## config.mk

```make
export PLATFORM = sky130hd
export DESIGN_NAME = spike_window_capture
export DESIGN_NICKNAME = d
export VERILOG_FILES = /design/src/rtl/spike_pkg.sv /design/src/rtl/spike_window_capture_encoder.sv /design/src/rtl/spike_window_capture.sv
export SDC_FILE = /design/constraint.sdc
export NUM_CORES = 1
export LEC_CHECK = 0
export ABC_CLOCK_PERIOD_IN_PS = 1700
export CAP_MARGIN = 25
export CORE_MARGIN = 2
export CORE_UTILIZATION = 50
export CTS_CLUSTER_DIAMETER = 60
export DETAILED_ROUTE_END_ITERATION = 6
export PLACE_DENSITY_LB_ADDON = 0.15
export SLEW_MARGIN = 20
export SYNTH_ARGS = -nofsm -noshare
export SYNTH_HDL_FRONTEND = slang
export SYNTH_SLANG_ARGS = --single-unit
```

## constraint.sdc

```tcl
create_clock -name clk -period 1.7 [get_ports clk]
set_input_delay 0.34 -clock clk [delete_from_list [all_inputs] [get_ports clk]]
set_output_delay 0.34 -clock clk [all_outputs]
set_load 0.005 [all_outputs]
```

## src/rtl/spike_pkg.sv

```systemverilog
// rtl/spike_pkg.sv - shared types and helpers for the spike window capture block
//   cap_state_t : capture FSM states (IDLE, CAPTURE, HOLD)
//   shift_w(m)  : signed width needed to carry a shift request of magnitude up to m
package spike_pkg;

    typedef enum logic [1:0] {
        IDLE    = 2'd0,
        CAPTURE = 2'd1,
        HOLD    = 2'd2
    } cap_state_t;

    function automatic int shift_w(input int max_mag);
        return $clog2(max_mag + 1) + 1;
    endfunction

endpackage

```

## src/rtl/spike_window_capture_encoder.sv

```systemverilog
// rtl/spike_window_capture_encoder.sv - signed shift request to saturated one-hot word
//   shift_in : signed shift request (SW bits)
//   onehot   : [0:2*MAX_SHIFT_MAG], bit MAX_SHIFT_MAG+s set, s clamped to +/-MAX_SHIFT_MAG
module onehot_shift_encoder
    import spike_pkg::*;
#(
    parameter  int MAX_SHIFT_MAG = 2,
    localparam int SW            = shift_w(MAX_SHIFT_MAG)
) (
    input  logic signed [SW-1:0]          shift_in,
    output logic [0:2*MAX_SHIFT_MAG]      onehot
);

    always_comb begin
        int sat;
        sat = int'(shift_in);
        if (sat > MAX_SHIFT_MAG) begin
            sat = MAX_SHIFT_MAG;
        end else if (sat < -MAX_SHIFT_MAG) begin
            sat = -MAX_SHIFT_MAG;
        end
        for (int i = 0; i <= 2 * MAX_SHIFT_MAG; i++) begin
            onehot[i] = (i == sat + MAX_SHIFT_MAG);
        end
    end

endmodule

```

## src/rtl/spike_window_capture.sv

```systemverilog
// rtl/spike_window_capture.sv - serial spike window capture with one-hot shift output
//   clk, rst_n : clock, asynchronous active-low reset
//   start      : begin a window (taken only when start_rdy=1)
//   spike_in   : serial spike line, sampled once per capture cycle
//   shift_req  : signed shift request, latched with an accepted start
//   start_rdy  : start can be accepted this cycle
//   win        : [0:LEN-1] captured vector, offset t lands in win[LEN-1-t]
//   shift_mag  : [0:2*MAX_SHIFT_MAG] saturated one-hot shift
//   win_valid  : win/shift_mag valid, held until win_ready
//   win_ready  : downstream accept
//   overrun    : one-cycle pulse when a start was dropped
module spike_window_capture
    import spike_pkg::*;
#(
    parameter  int LEN           = 8,
    parameter  int MAX_SHIFT_MAG = 2,
    localparam int SW            = shift_w(MAX_SHIFT_MAG)
) (
    input  logic                          clk,
    input  logic                          rst_n,
    input  logic                          start,
    input  logic                          spike_in,
    input  logic signed [SW-1:0]          shift_req,
    output logic                          start_rdy,
    output logic [0:LEN-1]                win,
    output logic [0:2*MAX_SHIFT_MAG]      shift_mag,
    output logic                          win_valid,
    input  logic                          win_ready,
    output logic                          overrun
);

    localparam int            CW     = $clog2(LEN);
    localparam int            MW     = 2 * MAX_SHIFT_MAG + 1;
    localparam logic [CW-1:0] LAST_T = CW'(LEN - 1);

    cap_state_t            state;
    cap_state_t            state_nxt;
    logic [CW-1:0]         cnt;
    logic [0:LEN-1]        acc;
    logic signed [SW-1:0]  shift_lat;
    logic [0:MW-1]         shift_onehot;
    logic                  accept;
    logic                  load;

    always_ff @(posedge clk or negedge rst_n) begin
        if (!rst_n) begin
            state <= IDLE;
        end else begin
            state <= state_nxt;
        end
    end

    // A handshake in HOLD frees the block in the same cycle, so a start
    // arriving alongside win_ready is taken without an idle bubble.
    always_comb begin
        state_nxt = state;
        start_rdy = 1'b0;
        accept    = 1'b0;
        load      = 1'b0;
        case (state)
            IDLE: begin
                start_rdy = 1'b1;
                if (start) begin
                    accept    = 1'b1;
                    state_nxt = CAPTURE;
                end
            end
            CAPTURE: begin
                if (cnt == LAST_T) begin
                    load      = 1'b1;
                    state_nxt = HOLD;
                end
            end
            HOLD: begin
                if (win_ready) begin
                    start_rdy = 1'b1;
                    state_nxt = IDLE;
                    if (start) begin
                        accept    = 1'b1;
                        state_nxt = CAPTURE;
                    end
                end
            end
            default: state_nxt = IDLE;
        endcase
    end

    onehot_shift_encoder #(
        .MAX_SHIFT_MAG (MAX_SHIFT_MAG)
    ) u_encoder (
        .shift_in (shift_lat),
        .onehot   (shift_onehot)
    );

    // Samples enter at index 0 and move toward LEN-1, so the t=0 sample
    // finishes in win[LEN-1] and the last sample in win[0].
    always_ff @(posedge clk or negedge rst_n) begin
        if (!rst_n) begin
            cnt       <= '0;
            acc       <= '0;
            shift_lat <= '0;
            win       <= '0;
            shift_mag <= '0;
            win_valid <= 1'b0;
            overrun   <= 1'b0;
        end else begin
            overrun <= start & ~start_rdy;

            if (accept) begin
                cnt       <= CW'(1);
                acc       <= {spike_in, {(LEN-1){1'b0}}};
                shift_lat <= shift_req;
            end else if (state == CAPTURE) begin
                cnt <= cnt + CW'(1);
                acc <= {spike_in, acc[0:LEN-2]};
            end

            if (load) begin
                win       <= {spike_in, acc[0:LEN-2]};
                shift_mag <= shift_onehot;
                win_valid <= 1'b1;
            end else if (state == HOLD && win_ready) begin
                win_valid <= 1'b0;
            end
        end
    end

endmodule
```

# --- Word-level counts from Yosys, hierarchy flattened ---
# Index checks and enable logic that the tools add are counted.
# Widths: inputs -> output; s select.
totals:
  input_bits: 8
  out_inout_bits: 16
  regBits: 31
  word_cells: 50
op_classes:
  n_reduce_logical: 6
  mux: 20
  bitwise_logic: 2
  addsub: 2
  n_eq_ne: 10
  order_cmp: 2
op_table:
  columns: ["operator", "n"]
  rows:
  - ["$eq 3x32->1 const A", 2]
  - ["$mux 32", 2]
  - ["$add 32x3->32 const B", 1]
  - ["$eq 2x32->1 const A", 1]
  - ["$eq 4x32->1 const A", 1]
  - ["$logic_not 32->1", 1]
  - ["$mux 8", 2]
  - ["$mux 1", 8]
  - ["$mux 2", 3]
  - ["$mux 3", 2]
  - ["$ne 2x2->1 const B", 3]
  - ["$pmux 2 s3", 1]
  - ["$pmux 1 s2", 2]
  - ["$reduce_bool 2->1", 2]
  - ["$add 3x1->3 const B", 1]
  - ["$eq 3x3->1 const B", 1]
  - ["$gt 3x3->1 const B", 1]
  - ["$lt 3x2->1 const B", 1]
  - ["$reduce_and 3->1", 1]
  - ["$eq 2x1->1 const B", 1]
  - ["$eq 2x2->1 const B", 1]
  - ["$logic_not 2->1", 1]
  - ["$and 1x1->1", 1]
  - ["$logic_and 1x1->1", 1]
  - ["$not 1->1", 1]

# --- Longest topological paths before layout ---
logic_depth:
  ltp_word: 5
  mapped_depth: 7
  depth_no_buf: 5

# --- Hierarchy ---
# From an unflattened synthesis, not the netlist that was laid out.
unflattened:
  hier_cells: 98
  area_unflattened_um2: 1406.3
modules_own_cells:
  columns: ["mod", "area_per_inst_um2", "instances", "cells_each", "seq_area_each_um2"]
  rows:
  - ["spike_window_capture", 1372.6, 1, 93, 750.7]
  - ["onehot_shift_encoder", 33.8, 1, 5, 0.0]

# --- Worst setup path before layout ---
# OpenSTA, ideal clock, no wires.
synth_timing:
  path_type: "register to register"
  startpoint: "reg cnt[0]"
  endpoint: "reg win[0] in the netlist's numbering"
  synth_period_minus_slack_ns: 1.501
  required_ns: 1.575
  arrival_time_ns: 1.376
  path_stages_with_launch: 6
  setup_time_ns: 0.125
  n_path_buf: 1
  setup_slack_ns: 0.199
  path_cell_list: "dfrtp_1 > ha_1 > ha_1 > nand3b_1 > buf_2 > mux2_2"
synth_via:
  elab_chain_len: 3
synth_lines:
  columns: ["item", "line", "rtl"]
  rows:
  - ["from (decl)", "spike_window_capture.sv:38", "logic [CW-1:0] cnt;"]
  - ["from (signal assigned)", "spike_window_capture.sv:114", "cnt <= cnt + CW'(1);"]
  - ["$eq 3x3->1", "spike_window_capture.sv:69", "if (cnt == LAST_T) begin"]
  - ["$mux 1", "spike_window_capture.sv:69", null]
  - ["$mux 1", "spike_window_capture.sv:60", "case (state)"]
  - ["to (signal assigned)", "spike_window_capture.sv:119", "win <= {spike_in, acc[0:LEN-2]};"]
  - ["to (decl)", "spike_window_capture.sv:25", "output logic [0:LEN-1] win,"]
# Every way passes these cells.
# A chain may end at the register's enable or synchronous reset.

# --- Worst setup path after layout ---
layout_timing:
  startpoint: "in win_ready"
  endpoint: "out start_rdy"
layout_via:
  elab_chain_len: 2
layout_lines:
  columns: ["item", "line", "rtl"]
  rows:
  - ["from (decl)", "spike_window_capture.sv:28", "input logic win_ready,"]
  - ["$mux 1", "spike_window_capture.sv:75", "if (win_ready) begin"]
  - ["$pmux 1 s2", "spike_window_capture.sv:60", null]
  - ["to (decl)", "spike_window_capture.sv:24", "output logic start_rdy,"]
# Every way passes these cells.

==> results.sh <==
export IMPL_status="completed"
export IMPL_hold_viol_final=0
export IMPL_syn_num_nets=117
export IMPL_regArea_um2=750.7
export IMPL_grt_usage_pct=18.53
export IMPL_viasPerCell=5.012
export IMPL_insertion_delay_ns=0.32
export IMPL_fmax_mhz=626.0
export IMPL_diodes=0
export IMPL_die_area_um2=2919
export IMPL_antenna_found_initial=0
export IMPL_criticalPathCategory="in -> out"
export IMPL_vias=842
export IMPL_cts_tree="done"
export IMPL_ys_ff_latch=30
export IMPL_grt_pass1_wl_mm=3.615
export IMPL_path_max_fanout=3
export IMPL_synth_seq_area_share_pct=60.00
export IMPL_min_path_type="in -> async"
export IMPL_peakVddDrop_v=0.001010
export IMPL_hold_worst_slack_ns=0.4009
export IMPL_synthesis_area_um2=1251
export IMPL_nFillCells=206
export IMPL_drtAntennaViolNets=0
export IMPL_ctsHoldBuffers=0
export IMPL_overflow=0
export IMPL_max_slew_margin_pct=75.21
export IMPL_fin_crit_ns=1.597
export IMPL_drt_iter0_drc=11
export IMPL_drv_cap=0
export IMPL_die_x_um=54.03
export IMPL_grt_max_degree=31
export IMPL_final_nets=149
export IMPL_fin_util_pct=65.48
export IMPL_drive_gt1_share_pct=21.74
export IMPL_netlist_instances=107
export IMPL_yosysTopAreaCellShare_pct=60.00
export IMPL_dr_pass1_iters=2
export IMPL_synth_warning_count=0
export IMPL_rsz0062_at_grt="no"
export IMPL_setup_violations=0
export IMPL_place_gp_congestion=0.7437
export IMPL_p_leak_uw=0.0007292
export IMPL_clock_sinks=30
export IMPL_crit_required_ns=1.36
export IMPL_clockRootBuffer="clkbuf_4"
export IMPL_cts_buffers=5
export IMPL_die_h_um=54.03
export IMPL_avgSynthCellArea_um2=11.69
export IMPL_dp_hpwl_mm=1.456
export IMPL_dp_cells=162
export IMPL_final_cell_mix="dfrtp_1 (30), nand2_1 (24), clkdlybuf4s50_1 (22), mux2_2 (10)"
export IMPL_drc=0
export IMPL_synthToLayoutAreaGrowth_pct=27.30
export IMPL_finalMaxSlewViolations=0
export IMPL_powerDensity_nw_per_um2=1616
export IMPL_synth_area_leaders="dfrtp_1 (60%), mux2_2 (9.0%), nand2_1 (7.2%)"
export IMPL_grt_pass1_vias=794
export IMPL_cts_path_max_buffers=2
export IMPL_num_rows=18
export IMPL_yosysTopAreaCell="dfrtp_1"
export IMPL_tightest_slew_ns=0.3719
export IMPL_core_um2=2432
export IMPL_cts_clk_slew_worst_paths_ns=0.09
export IMPL_drt_wl_total_mm=2.140
export IMPL_htree_levels=2
export IMPL_finalClockSkew_ns=0.007343
export IMPL_multi_input_area_um2=459.2
export IMPL_start_util_pct=51.44
export IMPL_final_common_cell="dfrtp_1"
export IMPL_ioPinCount=24
export IMPL_crit_path_start_kind="primary input"
export IMPL_wire_per_inst_um=12.74
export IMPL_instances_no_fill=168
export IMPL_reg2reg_depth=5
export IMPL_arrival_ns=1.26
export IMPL_period_share_pct=93.97
export IMPL_io_buffers=23
export IMPL_yosys_cell_types_count=22
export IMPL_endpoint_kind="primary output"
## per-stage QoR
step / area [µm²] / setup TNS, ns / setup slack [ns] / power [µW]
3_5_place_dp: 1544 / -0.8265 / -0.3246 / 2195
4_1_cts: 1598 / 0 / 0.004034 / 2613
6_report: 1593 / 0 / 0.1026 / 2574
2_1_floorplan: 1251 / 0 / 0.1994 / 1746
5_1_grt: 1593 / 0 / 0.02989 / 2795
3_3_place_gp: 1544 / -0.7364 / -0.3112 / 2156
## per-layer routing
layer  global-route usage, %  routed length, µm  vias to the layer above  share of wire, %
li1                        -                  -                      423                 -
met1                   22.88                993                      396                46
met2                   27.64               1002                       19                47
met3                   7.500                101                        4               4.7
met4                   10.00                 43                        0               2.0
met5                       0                  0                        -                 0
## final cells by class
class / instances / area share (%)
Sequential cell: 30 / 47.13
Multi-Input combinational cell: 71 / 28.83
Timing Repair Buffer: 30 / 18.22
Clock buffer: 6 / 3.221
Tap cell: 30 / 2.357
Inverter: 1 / 0.2357
## flip-flops by register name, summed over array words and instances, names as in the netlist
name / cells
win_valid: 1
cnt: 3
win: 8
acc: 7
shift_lat: 3
overrun: 1
shift_mag: 5
state: 2
## Yosys cell counts
cell type / instances
dfrtp_1: 30
nand2_1: 24
mux2_2: 10
a21oi_1: 9
o21ai_0: 9
nand2b_1: 3
buf_2: 2
buf_6: 2
ha_1: 2
mux2_4: 2
nor2_1: 2
nor2b_1: 2
and2b_2: 1
buf_4: 1
inv_1: 1
nand2b_4: 1
nand3_1: 1
nand3b_1: 1
nor2_4: 1
o22ai_1: 1
o41ai_1: 1
xnor2_1: 1
## timing repair
item	CTS	global route
endpoints found under the setup margin	1	1
buffers inserted	0	0
resized for setup	3	1
## power breakdown
part	switching (µW)	internal, µW
Combinational	383	588
Sequential	202	990
Clock	225	186
## path summary, 6_finish.rpt
| path | startpoint | to | slack [ns] |
|---|---|---|---|
| hold reg to reg | shift_mag[2]$_DFFE_PN0P_ | shift_mag[2]$_DFFE_PN0P_ | 0.48 |
| max in group asynchronous | rst_n | win[2]$_DFFE_PN0P_ | 1.02 |
| hold / removal | rst_n | shift_mag[0]$_DFFE_PN0P_ | 0.40 |
| setup / recovery | win_ready | start_rdy | 0.10 |
| min in group clk | shift_mag[2]$_DFFE_PN0P_ | shift_mag[2]$_DFFE_PN0P_ | 0.48 |
| setup reg to reg | cnt[0]$_DFFE_PN0P_ | win[2]$_DFFE_PN0P_ | 0.12 |
## worst max-delay path: stages
cell and delay (ns):
clkdlybuf4s50_1 0.48, and2b_2 0.23, nor2_2 0.09, clkbuf_2 0.12
## kinds of logic (layout without fill, tap and decap cells)
| family | count (synthesis) | count (layout) | share of synthesized area (%) |
|---|---|---|---|
| xor+xnor | 1 | 1 | 0.7001 |
| compound gates | 20 | 20 | 8.400 |
| simple gates | 36 | 36 | 14.00 |
| buf+inv | 6 | 37 | 3.500 |
| fa+ha+maj | 2 | 2 | 2.000 |
| mux | 12 | 12 | 11.40 |
| flops | 30 | 30 | 60.00 |
Note: power is estimated with default switching activity, not from simulation.
